**src/rtl/accelerator_transformer_streamer_pkg.sv**
```systemverilog
// Shared types and helpers for the transformer matrix operand streamer.
// Pure definitions: no latency, no flow control.
package accelerator_transformer_streamer_pkg;

  typedef enum logic [1:0] {
    IDLE,
    STREAM,
    ROW_END,
    DONE
  } stream_state_t;

  // Width used when clamping the requested matrix dimensions.
  localparam int SIZE_W = 64;

  function automatic logic [SIZE_W-1:0] clamp_size(input logic [SIZE_W-1:0] v,
                                                   input logic [SIZE_W-1:0] lim);
    return (v > lim) ? lim : v;
  endfunction

  // Row-major address of element (i, j) in a buffer with a fixed row stride.
  function automatic int unsigned elem_addr(input int unsigned i,
                                            input int unsigned j,
                                            input int unsigned stride);
    return i * stride + j;
  endfunction

endpackage

```
**src/rtl/accelerator_transformer_matrix_buffer.sv**
```systemverilog
// Operand matrix store: one write port, one combinational read port, no reset.
// Write lands on the clock edge; read has zero latency; never stalls.
module accelerator_transformer_matrix_buffer
  import accelerator_transformer_streamer_pkg::*;
#(
  parameter int DATA_SIZE = 64,
  parameter int DEPTH     = 64,
  parameter int ADDR_SIZE = 6
) (
  input  logic                 core_clk,
  input  logic                 wr_vld,
  input  logic [ADDR_SIZE-1:0] wr_addr,
  input  logic [DATA_SIZE-1:0] wr_dat,
  input  logic [ADDR_SIZE-1:0] rd_addr,
  output logic [DATA_SIZE-1:0] rd_dat
);

  logic [DATA_SIZE-1:0] mem [DEPTH];
  logic                 wr_ok;

  // Addresses past the last element are dropped silently.
  generate
    if (DEPTH == (1 << ADDR_SIZE)) begin : g_pow2
      assign wr_ok = wr_vld;
    end else begin : g_np2
      assign wr_ok = wr_vld && (int'(wr_addr) < DEPTH);
    end
  endgenerate

  always_ff @(posedge core_clk) begin
    if (wr_ok) begin
      mem[wr_addr] <= wr_dat;
    end
  end

  assign rd_dat = mem[rd_addr];

endmodule

```
**src/rtl/accelerator_standard_transformer_matrix_streamer.sv**
```systemverilog
// Streams a buffered operand matrix row by row; one element per request, 1-cycle request-to-strobe.
// Paced entirely by the consumer's row/element requests; holds DATA_OUT while no request arrives.
module accelerator_standard_transformer_matrix_streamer
  import accelerator_transformer_streamer_pkg::*;
#(
  parameter int DATA_SIZE  = 64,
  parameter int SIZE_I_MAX = 8,
  parameter int SIZE_J_MAX = 8,
  localparam int ADDR_SIZE = $clog2(SIZE_I_MAX * SIZE_J_MAX)
) (
  input  logic                 CLK,
  input  logic                 RST,
  input  logic                 START,
  output logic                 READY,
  input  logic [DATA_SIZE-1:0] SIZE_I_IN,
  input  logic [DATA_SIZE-1:0] SIZE_J_IN,
  input  logic                 WR_ENABLE,
  input  logic [ADDR_SIZE-1:0] WR_ADDR,
  input  logic [DATA_SIZE-1:0] WR_DATA,
  output logic [DATA_SIZE-1:0] DATA_OUT,
  output logic                 DATA_I_ENABLE,
  output logic                 DATA_J_ENABLE,
  input  logic                 DATA_I_REQUEST,
  input  logic                 DATA_J_REQUEST
);

  localparam int DEPTH = SIZE_I_MAX * SIZE_J_MAX;
  localparam int IW    = $clog2(SIZE_I_MAX + 1);
  localparam int JW    = $clog2(SIZE_J_MAX + 1);

  stream_state_t        state;
  logic [IW-1:0]        i_cnt;
  logic [JW-1:0]        j_cnt;
  logic [IW-1:0]        si_last;
  logic [JW-1:0]        sj_last;

  logic [IW-1:0]        si_in_c;
  logic [JW-1:0]        sj_in_c;
  logic                 emit_i;
  logic                 emit_j;
  logic                 go_done;
  logic                 go_row_end;
  logic [IW-1:0]        nxt_i;
  logic [JW-1:0]        nxt_j;
  logic [ADDR_SIZE-1:0] rd_addr;
  logic [DATA_SIZE-1:0] rd_dat;
  logic [DATA_SIZE-1:0] emit_dat;

  assign si_in_c = IW'(clamp_size(SIZE_W'(SIZE_I_IN), SIZE_W'(SIZE_I_MAX)));
  assign sj_in_c = JW'(clamp_size(SIZE_W'(SIZE_J_IN), SIZE_W'(SIZE_J_MAX)));

  always_comb begin
    emit_i     = 1'b0;
    emit_j     = 1'b0;
    go_done    = 1'b0;
    go_row_end = 1'b0;
    nxt_i      = i_cnt;
    nxt_j      = j_cnt;
    case (state)
      IDLE: begin
        if (START) begin
          if (si_in_c == '0 || sj_in_c == '0) begin
            go_done = 1'b1;
          end else begin
            emit_i = 1'b1;
            emit_j = 1'b1;
            nxt_i  = '0;
            nxt_j  = '0;
          end
        end
      end
      STREAM, ROW_END: begin
        // Row request wins over element request; ROW_END only listens to rows.
        if (DATA_I_REQUEST) begin
          if (i_cnt < si_last) begin
            emit_i = 1'b1;
            emit_j = 1'b1;
            nxt_i  = i_cnt + IW'(1);
            nxt_j  = '0;
          end else begin
            go_done = 1'b1;
          end
        end else if (DATA_J_REQUEST && state == STREAM) begin
          if (j_cnt < sj_last) begin
            emit_j = 1'b1;
            nxt_j  = j_cnt + JW'(1);
          end else if (i_cnt < si_last) begin
            go_row_end = 1'b1;
          end else begin
            go_done = 1'b1;
          end
        end
      end
      default: ;
    endcase
  end

  assign rd_addr = ADDR_SIZE'(elem_addr(32'(nxt_i), 32'(nxt_j), SIZE_J_MAX));

  // A write landing on the same edge as the emission must still be seen.
  assign emit_dat = (WR_ENABLE && WR_ADDR == rd_addr) ? WR_DATA : rd_dat;

  accelerator_transformer_matrix_buffer #(
    .DATA_SIZE (DATA_SIZE),
    .DEPTH     (DEPTH),
    .ADDR_SIZE (ADDR_SIZE)
  ) u_buffer (
    .core_clk (CLK),
    .wr_vld   (WR_ENABLE),
    .wr_addr  (WR_ADDR),
    .wr_dat   (WR_DATA),
    .rd_addr  (rd_addr),
    .rd_dat   (rd_dat)
  );

  always_ff @(posedge CLK or negedge RST) begin
    if (!RST) begin
      state         <= IDLE;
      i_cnt         <= '0;
      j_cnt         <= '0;
      si_last       <= '0;
      sj_last       <= '0;
      READY         <= 1'b0;
      DATA_OUT      <= '0;
      DATA_I_ENABLE <= 1'b0;
      DATA_J_ENABLE <= 1'b0;
    end else begin
      DATA_I_ENABLE <= emit_i;
      DATA_J_ENABLE <= emit_j;
      READY         <= go_done;
      i_cnt         <= nxt_i;
      j_cnt         <= nxt_j;
      if (emit_j) begin
        DATA_OUT <= emit_dat;
      end
      case (state)
        IDLE: begin
          if (START) begin
            si_last <= (si_in_c == '0) ? '0 : si_in_c - IW'(1);
            sj_last <= (sj_in_c == '0) ? '0 : sj_in_c - JW'(1);
            state   <= go_done ? DONE : STREAM;
          end
        end
        STREAM, ROW_END: begin
          if (go_done) begin
            state <= DONE;
          end else if (go_row_end) begin
            state <= ROW_END;
          end else if (emit_i) begin
            state <= STREAM;
          end
        end
        DONE:    state <= IDLE;
        default: state <= IDLE;
      endcase
    end
  end

endmodule

```
**config.mk**
```make
export PLATFORM = sky130hd
export DESIGN_NAME = accelerator_standard_transformer_matrix_streamer
export DESIGN_NICKNAME = d
export VERILOG_FILES = /design/src/rtl/accelerator_transformer_streamer_pkg.sv /design/src/rtl/accelerator_transformer_matrix_buffer.sv /design/src/rtl/accelerator_standard_transformer_matrix_streamer.sv
export SDC_FILE = /design/constraint.sdc
export NUM_CORES = 2
export LEC_CHECK = 0
export CELL_PAD_IN_SITES_DETAIL_PLACEMENT = 0
export CELL_PAD_IN_SITES_GLOBAL_PLACEMENT = 1
export CORE_MARGIN = 1.5
export CORE_UTILIZATION = 45
export CTS_CLUSTER_DIAMETER = 200
export CTS_CLUSTER_SIZE = 16
export DETAILED_ROUTE_END_ITERATION = 10
export PLACE_DENSITY = 0.8
export SETUP_SLACK_MARGIN = 0.2
export SLEW_MARGIN = 10
export SYNTH_ARGS = -nofsm -noshare
export SYNTH_HDL_FRONTEND = slang
export SYNTH_SLANG_ARGS = --single-unit
```
**constraint.sdc**
```tcl
create_clock -name CLK -period 7.7 [get_ports CLK]
set_clock_uncertainty 0.2 [all_clocks]
set_input_delay 1.925 -clock CLK [delete_from_list [all_inputs] [get_ports CLK]]
set_output_delay 1.925 -clock CLK [all_outputs]
set_load 0.05 [all_outputs]
```
## Word-level counts from Yosys, hierarchy flattened

Memory sizes are Yosys's and may differ from the RTL's. A register that Yosys moved wholly into a read port is not among the register bits.
Cells that the tools add are included.

- Bits in registers: 21
- Memory bits (writable): 4096
- Input bits: 204
- Output and inout bits: 67
- Word-level logic and storage cells: 76
- Memories: 1

- $add $sub $neg: 5
- Magnitude comparators: 4
- Equality and inequality tests: 5
- Mux-type cells: 44
- Reduce and logical (&&, ||, !) cells: 9

Memories:

| memory | words | bits a word | rd ports | clocked after memory_dff | wr ports | line | text |
|---|---|---|---|---|---|---|---|
| u_buffer.mem | 64 | 64 | 1 | 1 | 1 | accelerator_transformer_matrix_buffer.sv:18 | `logic [DATA_SIZE-1:0] mem [DEPTH];` |

Operator list:

| operator | count |
|---|---|
| $gt 64x4->1 const B | 2 |
| $mux 4 | 14 |
| $mux 1 | 19 |
| $pmux 4 s2 | 2 |
| $mux 2 | 5 |
| $add 4x1->4 const B | 2 |
| $logic_not 4->1 | 2 |
| $lt 4x4->1 | 2 |
| $sub 4x1->4 const B | 2 |
| $add 6x4->6 | 1 |
| $pmux 1 s2 | 3 |
| $pmux 2 s3 | 1 |
| $eq 2x2->1 const B | 2 |
| $ne 4x4->1 const B | 1 |
| $reduce_and 2->1 | 2 |
| $eq 2x1->1 const B | 1 |
| $logic_not 2->1 | 1 |
| $ne 2x2->1 const B | 1 |
| $reduce_or 2->1 | 1 |
| $logic_and 1x1->1 | 1 |
| $logic_not 1->1 | 1 |
| $logic_or 1x1->1 | 1 |

## Longest topological paths before layout

- Word-level depth: 11
- Mapped depth: 20
- Mapped depth without buffers: 18

## Modules after synthesis

From an unflattened synthesis, not the netlist that was laid out.

- Cells, all modules: 7136
- Area, all modules: 160228.7 sq um

By module, submodules not included:

| module | times used | cells each | area each (sq um) |
|---|---|---|---|
| accelerator_transformer_matrix_buffer | 1 | 6534 | 155067.5 |
| accelerator_standard_transformer_matrix_streamer | 1 | 602 | 5161.2 |

## Worst setup path after synthesis

Ideal clock, no wire load.

- Path type: input to register
- From: input WR_ADDR[5]
- To: memory u_buffer.mem[24][0] (enable)
- Arrival: 5.172 ns
- Data required time: 7.013 ns
- Setup slack: 1.841 ns
- Cell stages on the path: 4
- Path buffers: 1
- Path through: clkbuf_1 -> inv_1 -> nand3_1 -> nor2_1

RTL lines:

| element | line | text |
|---|---|---|
| start: declaration | accelerator_standard_transformer_matrix_streamer.sv:18 | `input logic [ADDR_SIZE-1:0] WR_ADDR,` |
| end: declaration | accelerator_transformer_matrix_buffer.sv:18 |  |

Straight into the memory's write port.

## Worst setup path after layout

- From: input SIZE_J_IN[9]
- To: register DATA_OUT[7] (read register of u_buffer.mem)

- Longest elaborated chain between the ends: 8
- Elaborated cells between the ends (all ways): 14
- Those cells by class: add/sub: 1; order compare: 1; mux: 10; reduce/logical: 2

RTL lines:

| element | line | text |
|---|---|---|
| start: declaration | accelerator_standard_transformer_matrix_streamer.sv:16 | `input logic [DATA_SIZE-1:0] SIZE_J_IN,` |
| $gt 64x4->1 | accelerator_transformer_streamer_pkg.sv:17 | `return (v > lim) ? lim : v;` |
| $mux 4 | accelerator_transformer_streamer_pkg.sv:17 |  |
| $logic_not 4->1 | accelerator_standard_transformer_matrix_streamer.sv:62 | `if (si_in_c == '0 \|\| sj_in_c == '0) begin` |
| $logic_or 1x1->1 | accelerator_standard_transformer_matrix_streamer.sv:62 |  |
| $mux 4 | accelerator_standard_transformer_matrix_streamer.sv:62 |  |
| $mux 4 | accelerator_standard_transformer_matrix_streamer.sv:61 | `if (START) begin` |
| $pmux 4 s2 | accelerator_standard_transformer_matrix_streamer.sv:59 | `case (state)` |
| named net nxt_j[3] | accelerator_standard_transformer_matrix_streamer.sv:44 | `logic [JW-1:0] nxt_j;` |
| $add 6x4->6 | accelerator_transformer_streamer_pkg.sv:24 | `return i * stride + j;` |
| end: declaration | accelerator_standard_transformer_matrix_streamer.sv:20 | `output logic [DATA_SIZE-1:0] DATA_OUT,` |

The timed path passes the listed nets, and every way through them passes these cells.
A chain may end at the register's enable or synchronous reset.

==> impl_results.md <==
* Largest net degree at the start of global routing at 152
* Top Family by Delay on Critical Path: simple AND/OR/NAND/NOR gates
* Antenna violations before repair at 61
* Dominant cell by count in the synthesized netlist: sky130_fd_sc_hd__edfxtp_1
* Number of port buffers at 270
* Worst setup SP type: primary input
* Commonest register cell after synthesis: sky130_fd_sc_hd__edfxtp_1
* Unrepaired setup endpoints after global routing: false
* Min-delay worst type: reg2reg
* Total nets after synthesis at 12319
* Endpoint of the lowest-slack register-to-register path: DATA_OUT[7]
* Data arrival time of the critical path at 7.31 ns
* Post-Syn Area per Cell at 13.7 µm²
* CTS sink cnt at 4181
* Crit Reg-Reg Startpoint: j_cnt[2]
* Layout cell share with drive strength beyond 1 at 8.63%
* Via count of the first global-routing pass at 101499
* Total DRC errors in the routed layout at 0
* Cell leakage power at 0.0635 µW
* Final Hold Viols at 0
* Launch point of the worst hold path: sj_last[3]
* CTS H-tree depth at 5
* Area Growth Syn to Fin at 11.8%
* Cell Rows at 222
* Aggregate routed wire length at 582000 µm
* Minimum clock period at 6.62 ns
* Core Box Area at 367000 µm²
* Critical Path End Type: flop
* Proportion of netlist area held by the largest area contributor at 74.0%
* Post-CTS Setup Inserts at 0
* TritonCTS clock tree: yes
* Bufs and invs on worst path at 5
* Result of the run: complete, no violations
* Data required time of the worst path at 8.39 ns
* Detailed-route wire length per cell at 33.3 µm
* Drt initial violations at 20215
* Actual slew at the worst max-slew pin at 1.45 ns
* Maximum vdd ir drop at 494 µV
* Top post-synthesis cells by count: 4096 x sky130_fd_sc_hd__edfxtp_1, 3559 x sky130_fd_sc_hd__nand2_1, 1345 x sky130_fd_sc_hd__nand3_1, 397 x sky130_fd_sc_hd__buf_2, 378 x sky130_fd_sc_hd__and3_1
* Distinct cells, synth at 84
* Relative slew slack at 3.08%
* All-Layer GR Usage at 30.4%
* Final TNS setup at 0 ns
* Depth of the worst hold-timing path at 2
* CTS clk-pin slew, worst paths at 0.08 ns
* Length in cells of the worst reg-to-reg path at 18
* Final setup fails at 0
* Ports placed on the boundary at 271
* Largest incremental delay on the critical path at 0.77 ns
* Number of buffers created by CTS at 299
* Critical path's most frequent cell: sky130_fd_sc_hd__buf_4
* Max Buffers Root-to-Sink at 4
* Min-Delay Endpoint: sj_last[3]
* Power per cell area at 325 nW/µm²
* Largest area contributor in the netlist: sky130_fd_sc_hd__edfxtp_1
* Post-CTS resize count at 0
* Fraction of met1 tracks used by global routing at 41.3%
* Post-synthesis cell area at 166000 µm²
* Maximum Capacitance Violations at 0
* DR vias/cell at 6.37
* Net total in the final layout at 12614
* Ys Warns at 0
* Die ar. at 373000 µm²
* Die Height at 611 µm
* Post-synthesis sequential element count at 4181
* Number of enable flip-flop cells after synthesis at 4096
* Vias after detailed routing at 111234
* Type of the worst setup path: in2reg
* Number of iterations in the first detailed-routing pass at 6
* Wire length of the first global-routing pass at 801000 µm
* Detailed placement HPWL at 325000 µm
* Latest clock arrival within the worst-skew pair at 0.96 ns
* Biggest area contributors in the synthesized netlist: sky130_fd_sc_hd__edfxtp_1 74%, sky130_fd_sc_hd__nand2_1 8.0%, sky130_fd_sc_hd__nand3_1 4.1%, sky130_fd_sc_hd__a311oi_1 2.0%, sky130_fd_sc_hd__mux2i_1 1.7%
* Routing layer with the top usage in global route: met2
* Cts hold-fix bufs at 0
* Global routing usage on met2 at 45.6%
* Final Max Slew Viols at 0
* Period utilization at 85.9%
* Cell chain of the critical path: clkdlybuf4s50_1 > nor4_1 > nand4_1 > nor4_2 > buf_4 > o31ai_1 > nand2b_1 > nand2_1 > o21ai_0 > ha_4 > buf_4 > inv_2 > buf_4 > nand2_4 > nor2_1 > a32o_1 > nor4_1 > a21oi_1 > o31a_1
* Total congestion overflow at 0
* Fraction of synthesis flops using an asynchronous set or reset pin at 2.03%
* Chip width at 611 µm
* Highest net fanout along the worst path at 17
* Sequential fraction of the synthesis area at 75.3%
* Initial core utilization at 45.3%
* Clock root buffer: sky130_fd_sc_hd__clkbuf_16
* Cell count after synthesis at 12101
* Post-detailed-route count of antenna-violating nets at 0
* Last weighted congestion value of the routability-driven placer at 0.880
* Maximum clock frequency at 151 MHz
* Worst hold slack after final layout at 0.313 ns
* Worst reg-to-reg setup slack at 2.25 ns
* Met3 layer usage reported by global route at 6.67%
* Cell at the slowest stage of the critical path: sky130_fd_sc_hd__nor2_1
-- where the power goes --
group          switching, µW  internal, µW  total [µW]
clock                   7780          7420       15200
combinational          13500          5710       19200
sequential               626         25300       26000
total                  21900         38500       60400
-- flip-flops by register name (all words and copies together), names as in the netlist --
register	count
si_last	4
DATA_J_ENABLE	1
sj_last	4
DATA_OUT	64
j_cnt	4
DATA_I_ENABLE	1
i_cnt	4
state	2
READY	1
u_buffer.mem	4096
-- how the worst max path moves through the flow --
stage / end / slack, ns / startpoint / cells after the start
detailed placement: DATA_OUT[30] / 0.30 / SIZE_I_IN[0] / 20
global route: DATA_OUT[32] / 0.96 / SIZE_I_IN[0] / 20
finish: DATA_OUT[7] / 1.08 / SIZE_J_IN[9] / 19
floorplan: u_buffer.mem[24][0] / 1.84 / WR_ADDR[5] / 4
global placement: DATA_OUT[30] / 0.21 / SIZE_I_IN[0] / 20
CTS: DATA_OUT[32] / 1.30 / SIZE_I_IN[0] / 20
-- stage by stage --
stage / power (µW) / std cells / utilization, % / worst slack [ns] / cell area [µm²]
after floorplan: 37000 / 12101 / - / 1.84 / 166000
after global placement: 45100 / 16910 / 48.3 / 0.210 / 177000
after detailed placement: 45200 / 16911 / 48.3 / 0.304 / 177000
after CTS: 60000 / 17417 / 50.6 / 1.30 / 186000
after global routing: 62100 / 17431 / 50.6 / 0.960 / 186000
final: 60400 / 17451 / 50.7 / 1.08 / 186000
-- worst min-delay path, delay by kind of cell, from the launching register on --
| kind | cells | cell delay (ns) |
|---|---|---|
| compound gates | 1 | 0.04 |
| buf+inv | 1 | 0.08 |
| flops | 1 | 0.36 |
-- final cells by class --
type	instances	area, µm²
fill	30336	181000
sequential	4181	125000
multi-input combinational	7121	37600
clock buffer	485	8290
timing repair buffer	771	8200
tap	4816	6030
clock inverter	21	280
inverter	22	108
antenna	34	85.1
-- layout by cell type (no fill, tap or decap), types with 12 or more instances in the layout --
cell                              synthesis  layout
sky130_fd_sc_hd__or4_1                   20      20
sky130_fd_sc_hd__nand3_1               1345    1344
sky130_fd_sc_hd__nor4_1                  71      71
sky130_fd_sc_hd__a22oi_1                 23      23
sky130_fd_sc_hd__nor2_1                 123      50
sky130_fd_sc_hd__o22ai_1                 86      86
sky130_fd_sc_hd__inv_1                   16      16
sky130_fd_sc_hd__buf_2                  397      63
sky130_fd_sc_hd__and3_1                 378     378
sky130_fd_sc_hd__nor2_4                   0      69
sky130_fd_sc_hd__o221ai_1                17      17
sky130_fd_sc_hd__edfxtp_1              4096    4096
sky130_fd_sc_hd__a32oi_1                 16      16
sky130_fd_sc_hd__a31oi_1                134     134
sky130_fd_sc_hd__buf_4                   99     338
sky130_fd_sc_hd__nand4_1                 43      43
sky130_fd_sc_hd__o211ai_1                22      22
sky130_fd_sc_hd__ha_1                    14      12
sky130_fd_sc_hd__a32o_1                  13      13
sky130_fd_sc_hd__mux2_2                  34      34
sky130_fd_sc_hd__clkdlybuf4s50_1          0     205
sky130_fd_sc_hd__a311oi_1               370     370
sky130_fd_sc_hd__mux2i_1                283     283
sky130_fd_sc_hd__a21oi_1                190     188
sky130_fd_sc_hd__buf_12                   0     164
sky130_fd_sc_hd__clkbuf_1               212     181
sky130_fd_sc_hd__dfrtp_1                 85      85
sky130_fd_sc_hd__nand2_1               3559    3553
sky130_fd_sc_hd__diode_2                  0      34
sky130_fd_sc_hd__nor3_1                  52      52
sky130_fd_sc_hd__a211oi_1                19      18
sky130_fd_sc_hd__o22a_1                  15      15
sky130_fd_sc_hd__mux4_2                  49      49
sky130_fd_sc_hd__o21ai_0                 77      77
sky130_fd_sc_hd__clkbuf_16                0     304
-- per-layer routing --
| metal | vias to the layer above | part of all wire [%] |
|---|---|---|
| met4 | 34 | 6.5 |
| met3 | 1563 | 13 |
| met2 | 8372 | 44 |
| li1 | 45621 | - |
| met5 | - | 0.039 |
| met1 | 55644 | 36 |
-- logic make-up after synthesis --
kind of cell               Yosys count  synth area share, %
adders and majority gates           14                0.105
buffers and inverters              799                 2.43
AOI/OAI and AO/OA                 1103                 4.84
muxes                              366                 2.60
xor gates and xnor gates             8               0.0512
DFF                               4181                 75.3
and+or+nand+nor                   5630                 14.7
No activity file was read; power rests on OpenSTA's default activity.
